## src/rtl/demux_1_to_10_collector.sv

```systemverilog
// Serial-to-parallel frame collector: ten DATA_WIDTH words are steered into out0..out9, then held until acknowledged.
// Optional synchronous frame discard via the flush port when DEMUX_FLUSH_EN is defined.
module demux_1_to_10_collector #(
    parameter int DATA_WIDTH = 24
) (
    input  logic                  clk,
    input  logic                  rst_n,
    input  logic [DATA_WIDTH-1:0] in_data,
    input  logic                  in_valid,
    output logic                  in_ready,
    output logic [DATA_WIDTH-1:0] out0,
    output logic [DATA_WIDTH-1:0] out1,
    output logic [DATA_WIDTH-1:0] out2,
    output logic [DATA_WIDTH-1:0] out3,
    output logic [DATA_WIDTH-1:0] out4,
    output logic [DATA_WIDTH-1:0] out5,
    output logic [DATA_WIDTH-1:0] out6,
    output logic [DATA_WIDTH-1:0] out7,
    output logic [DATA_WIDTH-1:0] out8,
    output logic [DATA_WIDTH-1:0] out9,
    output logic [3:0]            wr_sel,
    output logic                  frame_valid,
    input  logic                  frame_ready
`ifdef DEMUX_FLUSH_EN
    ,
    input  logic                  flush
`endif
);

    typedef enum logic {
        FILL = 1'b0,
        FULL = 1'b1
    } state_t;

    localparam logic [3:0] LAST_SLOT = 4'd10;

    state_t                state_q;
    logic [3:0]            wr_sel_q;
    logic                  in_ready_q;
    logic                  frame_valid_q;
    logic                  flush_w;
    logic [DATA_WIDTH-1:0] slot_w [10];

`ifdef DEMUX_FLUSH_EN
    assign flush_w = flush;
`else
    assign flush_w = 1'b0;
`endif

    // Handshake flags are registered alongside the state so no input reaches an output combinationally.
    always_ff @(posedge clk or negedge rst_n) begin
        if (!rst_n) begin
            state_q       <= FILL;
            wr_sel_q      <= 4'd1;
            in_ready_q    <= 1'b1;
            frame_valid_q <= 1'b0;
        end else if (flush_w) begin
            state_q       <= FILL;
            wr_sel_q      <= 4'd1;
            in_ready_q    <= 1'b1;
            frame_valid_q <= 1'b0;
        end else begin
            case (state_q)
                FILL: begin
                    if (in_valid) begin
                        if (wr_sel_q == LAST_SLOT) begin
                            state_q       <= FULL;
                            wr_sel_q      <= 4'd0;
                            in_ready_q    <= 1'b0;
                            frame_valid_q <= 1'b1;
                        end else begin
                            wr_sel_q <= wr_sel_q + 4'd1;
                        end
                    end
                end
                FULL: begin
                    if (frame_ready) begin
                        state_q       <= FILL;
                        wr_sel_q      <= 4'd1;
                        in_ready_q    <= 1'b1;
                        frame_valid_q <= 1'b0;
                    end
                end
            endcase
        end
    end

    genvar gi;
    generate
        for (gi = 0; gi < 10; gi++) begin : g_slot
            logic [DATA_WIDTH-1:0] slot_q;
            logic                  wr_en;

            // Slot gi+1 maps to out[gi]; wr_sel is 0 in FULL so no slot can match there.
            assign wr_en = in_ready_q & in_valid & (wr_sel_q == 4'(gi + 1));

            always_ff @(posedge clk or negedge rst_n) begin
                if (!rst_n) begin
                    slot_q <= '0;
                end else if (flush_w) begin
                    slot_q <= '0;
                end else if (wr_en) begin
                    slot_q <= in_data;
                end
            end

            assign slot_w[gi] = slot_q;
        end
    endgenerate

    assign out0        = slot_w[0];
    assign out1        = slot_w[1];
    assign out2        = slot_w[2];
    assign out3        = slot_w[3];
    assign out4        = slot_w[4];
    assign out5        = slot_w[5];
    assign out6        = slot_w[6];
    assign out7        = slot_w[7];
    assign out8        = slot_w[8];
    assign out9        = slot_w[9];
    assign wr_sel      = wr_sel_q;
    assign in_ready    = in_ready_q;
    assign frame_valid = frame_valid_q;

endmodule

```

## config.mk

```make
export PLATFORM = sky130hd
export DESIGN_NAME = demux_1_to_10_collector
export DESIGN_NICKNAME = d
export VERILOG_FILES = /design/src/rtl/demux_1_to_10_collector.sv
export SDC_FILE = /design/constraint.sdc
export NUM_CORES = 1
export LEC_CHECK = 0
export ABC_CLOCK_PERIOD_IN_PS = 4000
export BUFFER_PORTS_ARGS = -buffer_cell sky130_fd_sc_hd__buf_2
export CAP_MARGIN = 20
export CORE_MARGIN = 3
export CORE_UTILIZATION = 41
export DETAILED_ROUTE_END_ITERATION = 8
export GPL_TIMING_DRIVEN = 0
export PLACE_DENSITY = 0.69
export SYNTH_ARGS = -nofsm -noshare
export SYNTH_HDL_FRONTEND = slang
export SYNTH_SLANG_ARGS = --single-unit
```

## constraint.sdc

```tcl
create_clock -name clk -period 4 [get_ports clk]
set_clock_uncertainty 0.15 [all_clocks]
set_input_delay 0.4 -clock clk [delete_from_list [all_inputs] [get_ports clk]]
set_output_delay 0.4 -clock clk [all_outputs]
set_load 0.05 [all_outputs]
```

# [Yosys cells after proc, flatten, opt, wreduce, memory -nomap -nowiden]
# Cells that the tools add are included.
[totals] ff_bits=247 in_bits=28
[op_classes] addsub=1 eq_ne=13 n_mux=16 n_bitwise=12 n_reduce_logical=2
[ops] cell="4-bit by 3-bit == test with 1-bit output, second input constant" n=4
[ops] cell="4-bit == test, second input constant" n=3
[ops] cell="4-bit two-way mux" n=3
[ops] cell="1-bit bitwise AND" n=11
[ops] cell="1-bit two-way mux" n=9
[ops] cell="4-bit by 2-bit == test with 1-bit output, second input constant" n=2
[ops] cell="4-bit case mux with 2 select lines" n=1
[ops] cell="2-bit inequality test, second input constant" n=3
[ops] cell="1-bit case mux with 2 select lines" n=3
[ops] cell="4-bit by 1-bit adder with 4-bit output, second input constant" n=1
[ops] cell="4-bit by 1-bit == test with 1-bit output, second input constant" n=1
[ops] cell="3-bit AND reduction" n=1
[ops] cell="2-bit AND reduction" n=1
[ops] cell="1-bit inverter" n=1

# [Depth between registers and ports, before layout]
[depth] depth_word=4 depth_mapped=6 ltp_nobuf=3

# [Worst setup path after synthesis]
# Ideal clock, no wire load.
[synth_path] path_kind="register -> register" start="register wr_sel_q[1], in the netlist wr_sel[1]" end="register g_slot[7].slot_q[10], in the netlist out7[10]" setup_ps=125 arrival_ps=1879 slack_ps=1846 path_stages_with_launch=6 path_buffers=2 period_less_slack_ps=2154 path_cell_list="dfrtp_1 buf_4 nand4b_1 nor3_2 buf_4 mux2_2"
[synth_via] elab_chain_len=2
[synth_lines] item="start: declaration" line="38" source="logic [3:0] wr_sel_q;"
[synth_lines] item="start signal: assignment" line="72" source="wr_sel_q <= wr_sel_q + 4'd1;"
[synth_lines] item="4-bit == test" line="95" source="assign wr_en = in_ready_q & in_valid & (wr_sel_q == 4'(gi + 1));"
[synth_lines] item="1-bit bitwise AND" line="95"
[synth_lines] item="end signal: assignment" line="103" source="slot_q <= in_data;"
[synth_lines] item="end: declaration" line="91" source="logic [DATA_WIDTH-1:0] slot_q;"
# No other way between the ends.
# A chain may end at the register's enable or synchronous reset.

# [Final worst setup path]
[layout_path] start="register wr_sel_q[0], in the netlist wr_sel[0]" end="register g_slot[6].slot_q[16], in the netlist out6[16]"
[layout_via] elab_chain_len=2
[layout_lines] item="4-bit by 3-bit == test with 1-bit output" line="95"
[layout_lines] item="1-bit bitwise AND" line="95"
[layout_lines] item="end signal: assignment" line="103"
[layout_lines] item="end: declaration" line="91"
# No other way between the ends.

==> metrics.txt <==
initial antenna violation count=0; final wirelength=23.39 mm; Post-Syn Area=9522 sq um; # DRC=0; root buf cell=clkbuf_16; Slew HR=53.22%; Seq/Total Area, Yosys=64.94%; outcome=finished, final reports clean; worst-path maximum fanout=10; cell count after synthesis=582; RSZ-0062 raised after global routing=false; Synth Warn #=0; Synth cell types=32; Critical Path Sink Type=register; Avg Cell Area, Syn=16.36 sq um; # nets final=891; hold crit path type=input pin to register; clock insertion delay at the later pin of the skew report=0.51 ns; final setup margin=1.664 ns; initial DRC count=195; drt wl/cell=20.05 um; Crit path buffers/inverters=2; required time of the critical path=4.24 ns; layout cells sized above 1=63.95%; max-cap violations=0; synth-to-layout area growth=26.95%; first-pass GRT wire length=35.29 mm; mean number of vias per cell=4.968; dpl ws=1.569 ns; post-DP HPWL=16.48 mm; FP Rows=55; gr ovfl total=0; port buffer count=249; EDFF count, synth=0; ANT cells=0; syn nets=610; period utilization=58.39%; die area=25090 sq um; f_max=0.4281 GHz; CTS max path bufs=3; Filler Cell Count=1980; Die X=158.4 um; Tmin final=2.336 ns; Finish-stage setup viols=0; TritonCTS clock tree=done; fin. max-slew vios=0; worst-path cell chain=buf_2 -> nand2_1 -> nor2_1 -> buf_4 -> mux2_2; # IOs=274; drt first pass iters=4; Synth Flop Type=dfrtp_1; crit start category=register; FFs w/ async S/R, synth=100.0%; CP max stage delay=0.55 ns; CP Class=register to register; Initial Util=41.93%; core box area=22710 sq um; GRT Total Usage=18.01%; Clk pin slew, worst setup/hold paths=0.06 ns; Antenna Violating Nets Remaining=0; slowest CP cell=nor2_1; TNS Setup=0 ns; Final Hold Fails=0; critical path arrival=2.58 ns; delay-heaviest family, CP=simple AND/OR/NAND/NOR gates; DR vias=5798; CTS H-Tree Depth=1; vias in the first global route=5915; flops & latches, synth=247; pin count of the biggest net entering global routing=119; gpl congestion=0.7891; DIE HEIGHT=158.4 um; Slew @ Worst Pin=0.6991 ns; CTS buffer count=26; clock sink count=247
==> cell usage in the layout, fill, tap and decap left out, drive strengths merged, types with 2 or more instances in the layout <==
cell / instances
nor2: 4
nor2b: 4
o311ai: 2
clkinv: 4
dfrtp: 245
nand3b: 2
inv: 4
bufinv: 2
nand3: 3
nand2b: 2
buf: 302
nand2: 8
dlygate4sd3: 2
dfstp: 2
mux2: 240
nand4b: 2
clkbuf: 41
==> cell type report <==
cell class                 count  area, sq um  share of cell area [%]
inverter                       4        15.01                  0.1242
clock inverter                 6        80.08                  0.6625
buffer                        51        280.3                   2.319
tap                          285        356.6                   2.950
multi-input combinational    280         3043                   25.17
timing repair buffer         253         1331                   11.01
clock buffer                  41        798.3                   6.604
sequential                   247         6183                   51.15
==> per-layer routing <==
metal | global-route usage [%] | share of wire, %
met2 | 29.25 | 45
met3 | 5.871 | 9.3
met1 | 23.53 | 43
met4 | 4.547 | 2.1
met5 | 0 | 0
==> Yosys cell counts, types with 2 or more instances <==
library cell  count  area (sq um)
buf_6             6         67.56
nor2b_1           4         25.02
mux2_4           20         300.3
buf_2            14         70.07
dfrtp_1         245          6131
nand3b_1          2         15.01
nand2_1           8         30.03
nand3_1           3         15.01
nor2_1            3         11.26
mux2_2          220          2477
buf_1            24         90.09
inv_1             4         15.01
buf_4             7         52.55
dfstp_2           2         52.55
o311ai_0          2         17.52
nand2b_1          2         12.51
==> metrics by stage <==
step	hold WS (ns)	util [%]	cell area [sq um]	cells
final	0.1394	53.23	12090	1167
after global routing	0.1565	53.23	12090	1167
after CTS	0.1104	53.23	12090	1167
after detailed placement	0.08390	49.27	11190	1118
after global placement	0.3183	48.99	11120	1116
after floorplan	-0.04559	-	9522	582
==> worst register-to-register path, stage by stage (launching register included) <==
cell and delay [ns]:
dfstp_2 0.53, buf_2 0.21, nand2_1 0.10, nor2_1 0.55, buf_4 0.34, mux2_2 0.36
==> sequential cells by signal, indices dropped and copies added, names as in the netlist <==
register,flops
out8,24
out3,24
out7,24
out9,24
out1,24
frame_valid,1
out6,24
in_ready,1
out0,24
out4,24
out2,24
wr_sel,4
state_q,1
out5,24
==> what timing repair did <==
item,in CTS,in global routing
buffers inserted,0,0
hold endpoints to repair,246,0
hold buffers,2,0
resized for setup,0,0
==> path summary, 6_finish.rpt <==
path                            slack, ns       from        end  cells past startpoint
worst max-delay path                 1.66  wr_sel[0]   out6[16]                      5
worst min-delay path                 0.14   in_valid  wr_sel[0]                      3
worst max register to register       1.66  wr_sel[0]   out6[16]                      5
worst min register to register       0.35   out1[12]   out1[12]                      1
max in group asynchronous            2.73      rst_n    out5[8]                      3
min in group asynchronous            0.16      rst_n   out7[16]                      2
==> cells by family (layout without fill, tap and decap cells) <==
group                  count (synthesis)  after routing  synth area share (%)
AND/OR/NAND/NOR                       31             31                 2.076
buffers and inverters                 55            355                 3.101
AO/OA/AOI/OAI                          8              8                0.6045
flip-flops                           247            247                 64.94
multiplexers                         241            241                 29.28
Power is not shown: default switching activity piles up to over one toggle a cycle in this logic, so the estimate is an artifact.
